### src/rtl/sub_pkg.sv
// Shared types and sizing helpers for the bit-serial subtractor.
package sub_pkg;

   typedef enum logic [1:0] {IDLE, SHIFT, DONE} sub_state_t;

   localparam int SUB_N_DEFAULT = 4;
   localparam int SUB_CNT_W     = $clog2(SUB_N_DEFAULT + 1);

   function automatic int cnt_width(input int w);
      return $clog2(w + 1);
   endfunction

endpackage

### src/rtl/serial_sub_full_adder_bit.sv
// One-bit full adder slice shared by every serial step.
module full_adder_bit (
   input  logic a,
   input  logic b,
   input  logic cin,
   output logic s,
   output logic cout
);

   assign s    = a ^ b ^ cin;
   assign cout = (a & b) | (a & cin) | (b & cin);

endmodule

### src/rtl/serial_sub.sv
// Bit-serial signed subtractor: S = X - Y, LSB first, n+1 result bits.
module serial_sub
   import sub_pkg::*;
#(
   parameter int n = 4
) (
   input  logic                clk,
   input  logic                rst,
   input  logic                start,
   input  logic signed [n-1:0] X,
   input  logic signed [n-1:0] Y,
   output logic                busy,
   output logic                done,
   output logic signed [n:0]   S
);

   localparam int CW = cnt_width(n);
   localparam logic [CW-1:0] LAST = CW'(n);

   sub_state_t    state;
   logic [n:0]    a;
   logic [n:0]    b;
   logic [n:0]    acc;
   logic          carry;
   logic [CW-1:0] cnt;
   logic          sum;
   logic          cout;
   logic          accept;

   full_adder_bit u_fa (
      .a    (a[0]),
      .b    (b[0]),
      .cin  (carry),
      .s    (sum),
      .cout (cout)
   );

   // A request waiting on the DONE edge starts the next op, giving n+2 throughput
   assign accept = start & ((state == IDLE) | (state == DONE));

   always_ff @(posedge clk) begin
      if (rst) begin
         state <= IDLE;
         a     <= '0;
         b     <= '0;
         acc   <= '0;
         carry <= 1'b0;
         cnt   <= '0;
         busy  <= 1'b0;
         done  <= 1'b0;
         S     <= '0;
      end else if (accept) begin
         a     <= {X[n-1], X};
         b     <= ~{Y[n-1], Y};
         carry <= 1'b1;
         cnt   <= '0;
         acc   <= '0;
         state <= SHIFT;
         busy  <= 1'b1;
         done  <= 1'b0;
      end else begin
         unique case (state)
            IDLE: begin
               busy <= 1'b0;
               done <= 1'b0;
            end
            SHIFT: begin
               a     <= {1'b0, a[n:1]};
               b     <= {1'b0, b[n:1]};
               acc   <= {sum, acc[n:1]};
               carry <= cout;
               cnt   <= cnt + 1'b1;
               if (cnt == LAST) begin
                  S     <= {sum, acc[n:1]};
                  state <= DONE;
                  done  <= 1'b1;
               end
            end
            DONE: begin
               state <= IDLE;
               busy  <= 1'b0;
               done  <= 1'b0;
            end
            default: begin
               state <= IDLE;
               busy  <= 1'b0;
               done  <= 1'b0;
            end
         endcase
      end
   end

endmodule

### config.mk
export PLATFORM = sky130hd
export DESIGN_NAME = serial_sub
export DESIGN_NICKNAME = d
export VERILOG_FILES = /design/src/rtl/sub_pkg.sv /design/src/rtl/serial_sub_full_adder_bit.sv /design/src/rtl/serial_sub.sv
export SDC_FILE = /design/constraint.sdc
export NUM_CORES = 1
export LEC_CHECK = 0
export ABC_AREA = 1
export CORE_MARGIN = 5
export CORE_UTILIZATION = 35
export CTS_CLUSTER_SIZE = 16
export DETAILED_ROUTE_END_ITERATION = 8
export PLACE_DENSITY = 0.63
export SLEW_MARGIN = 5
export SYNTH_ARGS = -nofsm -noshare
export SYNTH_HDL_FRONTEND = slang
export SYNTH_SLANG_ARGS = --single-unit
### constraint.sdc
create_clock -name clk -period 2.4 [get_ports clk]
set_input_delay 0.48 -clock clk [delete_from_list [all_inputs] [get_ports clk]]
set_output_delay 0.48 -clock clk [all_outputs]
set_load 0.03 [all_outputs]
==> results.ini <==
[global_route]
use_met3_pct = 4.11
track_usage_pct = 11.7
grt_pass1_wl_um = 4080
grtUsageMet2_pct = 19.1
grt_max_degree = 17
grt-ovfl-total = 0
use_met1_pct = 14.1
grt_pass1_vias = 940
grt-busiest-layer = met2
antenna_found_initial = 0

[clocking]
clockBufferDepth = 2
postCtsHoldBufs = 0
worstSkewPairLatency_ns = 0.34
cts_root_buf = clkbuf_4
cts.sinks = 27
postCtsSetupRepairBufs = 0
cts-buffers-inserted = 3
clk_pin_slew_ns = 0.14
cts_resized = 0
cts_tree = yes
h-tree-depth = 1

[route]
drtIter0Drc = 53
post_drt_wl_per_cell_um = 10.7
drc_errors = 0
viasPerCell = 4.61
first_pass_iters = 4
vias = 1019
wl_um = 2370
ant_nets = 0

[timing]
slew_headroom_pct = 72.5
clock.fmax_mhz = 538
worst_pin_slew_ns = 0.411
finalClockSkew_ns = 0.0164
rsz0062_at_grt = no
slew_violations = 0
whs_ns = 0.484
final-setup-viol-count = 0
fin_crit_ns = 1.86
hold_viol = 0
fin_crit_sh_pct = 77.5
fin_setup_tns_ns = 0

[critical_path]
critical_path.top_delay_family = buffers and inverters
cp_slowest_cell = clkdlybuf4s50_1
required_ns = 1.92
r2r_slack_ns = 0.90
crit_fanout = 2
cpPeakStageDelay_ns = 0.68
path_cells = clkdlybuf4s50_1
path_buf_inv = 1
startpoint_type = flip-flop
cp-end-kind = output port
crit_type = reg -> out
worstPathArrival_ns = 1.38

[synthesis]
yosysSeqAreaShare_pct = 45.5
syn-num-nets = 172
yosys_warnings = 0
ys_ff_latch = 27
netlist-cell-type-count = 20
synth_area_um2 = 1190
synth_area_per_cell_um2 = 7.52
syn_inst = 158

[floorplan]
die_h_um = 68.3
dieArea_um2 = 4660
die_x_um = 68.3
ios = 18
num_rows = 21
initial_utilization_pct = 35.9
coreArea_um2 = 3310

[power_and_ir_drop]
power.density_nw_per_um2 = 573
p_leak_nw = 0.587
ir_drop_uv = 322

[finish]
final_nets = 190
drive_above_1_share_pct = 6.86
n_antenna_cell = 0
area_growth_pct = 18.5

[placed_design]
dpl.hpwl_um = 1690
io_buffers = 17
gp_congestion = 0.792

[status]
status = completed

[min_path]
min_path_type = reg -> reg

[run]
drv_cap = 0

-- power by group --
group | internal [mW] | switching [mW] | leakage [nW]
Combinational | 0.0496 | 0.0677 | 0.353
Sequential | 0.469 | 0.0157 | 0.220
Clock | 0.0640 | 0.142 | 0.0139
-- cell families after synthesis --
| kind of cell | count (synthesis) | share of synthesized area, % |
|---|---|---|
| flops | 27 | 45.5 |
| fa+ha+maj | 3 | 3.79 |
| simple gates | 90 | 33.4 |
| buf+inv | 20 | 8.74 |
| compound gates | 18 | 8.63 |
-- layer usage --
| metal | vias to the layer above | wire, um |
|---|---|---|
| met1 | 463 | 1110 |
| met2 | 18 | 1120 |
| met5 | - | 0 |
| met3 | 4 | 98 |
| li1 | 534 | - |
| met4 | 0 | 31 |
-- worst paths after layout --
| check | depth (start not counted) | endpoint | startpoint |
|---|---|---|---|
| hold / removal | 2 | a[3]$_SDFFE_PP0P_ | a[4]$_SDFFE_PP0P_ |
| setup reg to reg | 5 | b[0]$_SDFFE_PP0P_ | state[0]$_SDFFE_PP0P_ |
| hold reg to reg | 2 | a[3]$_SDFFE_PP0P_ | a[4]$_SDFFE_PP0P_ |
| setup / recovery | 1 | busy | busy$_SDFFE_PP0P_ |
-- sequential cells by signal, summed over array words and instances, names as in the netlist --
signal  flops
done        1
busy        1
a           5
carry       1
cnt         3
acc         4
state       2
b           5
S           5
-- layout by cell type (no fill, tap or decap) --
master and n:
nand2_1 35, nor2_1 30, dfxtp_1 27, clkdlybuf4s50_1 17, nand3_1 15, inv_1 12, a21oi_1 12, o21bai_1 5
nand3b_1 5, clkbuf_4 3, inv_2 2, nand2_2 2, ha_1 2, inv_4 1, nor2_4 1, nand2_4 1
nor3_1 1, o21ai_0 1, fa_1 1, clkinvlp_4 1, buf_4 1
-- area by class of cell --
| class | instances | area [um^2] |
|---|---|---|
| Sequential cell | 27 | 541 |
| Clock inverter | 1 | 7.51 |
| Tap cell | 46 | 57.6 |
| Inverter | 15 | 58.8 |
| Timing Repair Buffer | 18 | 178 |
| Clock buffer | 3 | 22.5 |
| Fill cell | 354 | 1900 |
| Multi-Input combinational cell | 111 | 544 |
-- synth_stat cells --
cell type,n,area [um^2]
nand2_1,35,131
nor2_1,30,113
dfxtp_1,27,541
nand3_1,15,75.1
a21oi_1,12,60.1
inv_1,12,45.0
nand3b_1,5,37.5
o21bai_1,5,37.5
buf_6,3,33.8
ha_1,2,25.0
inv_2,2,7.51
nand2_2,2,12.5
buf_4,1,7.51
clkbuf_1,1,3.75
fa_1,1,20.0
inv_4,1,6.26
nand2_4,1,11.3
nor2_4,1,11.3
nor3_1,1,5.00
o21ai_0,1,5.00
-- through the flow --
step / worst slack [ns] / utilization (%) / instance area, um^2 / cells / power, mW
6_report: 0.541 / 42.6 / 1410 / 221 / 0.808
5_1_grt: 0.478 / 42.6 / 1410 / 221 / 0.852
3_3_place_gp: 0.656 / 41.6 / 1380 / 217 / 0.609
4_1_cts: 0.515 / 42.6 / 1410 / 221 / 0.815
2_1_floorplan: 1.32 / - / 1190 / 158 / 0.580
3_5_place_dp: 0.607 / 41.6 / 1380 / 217 / 0.611
(Power assumes the default switching activity.)
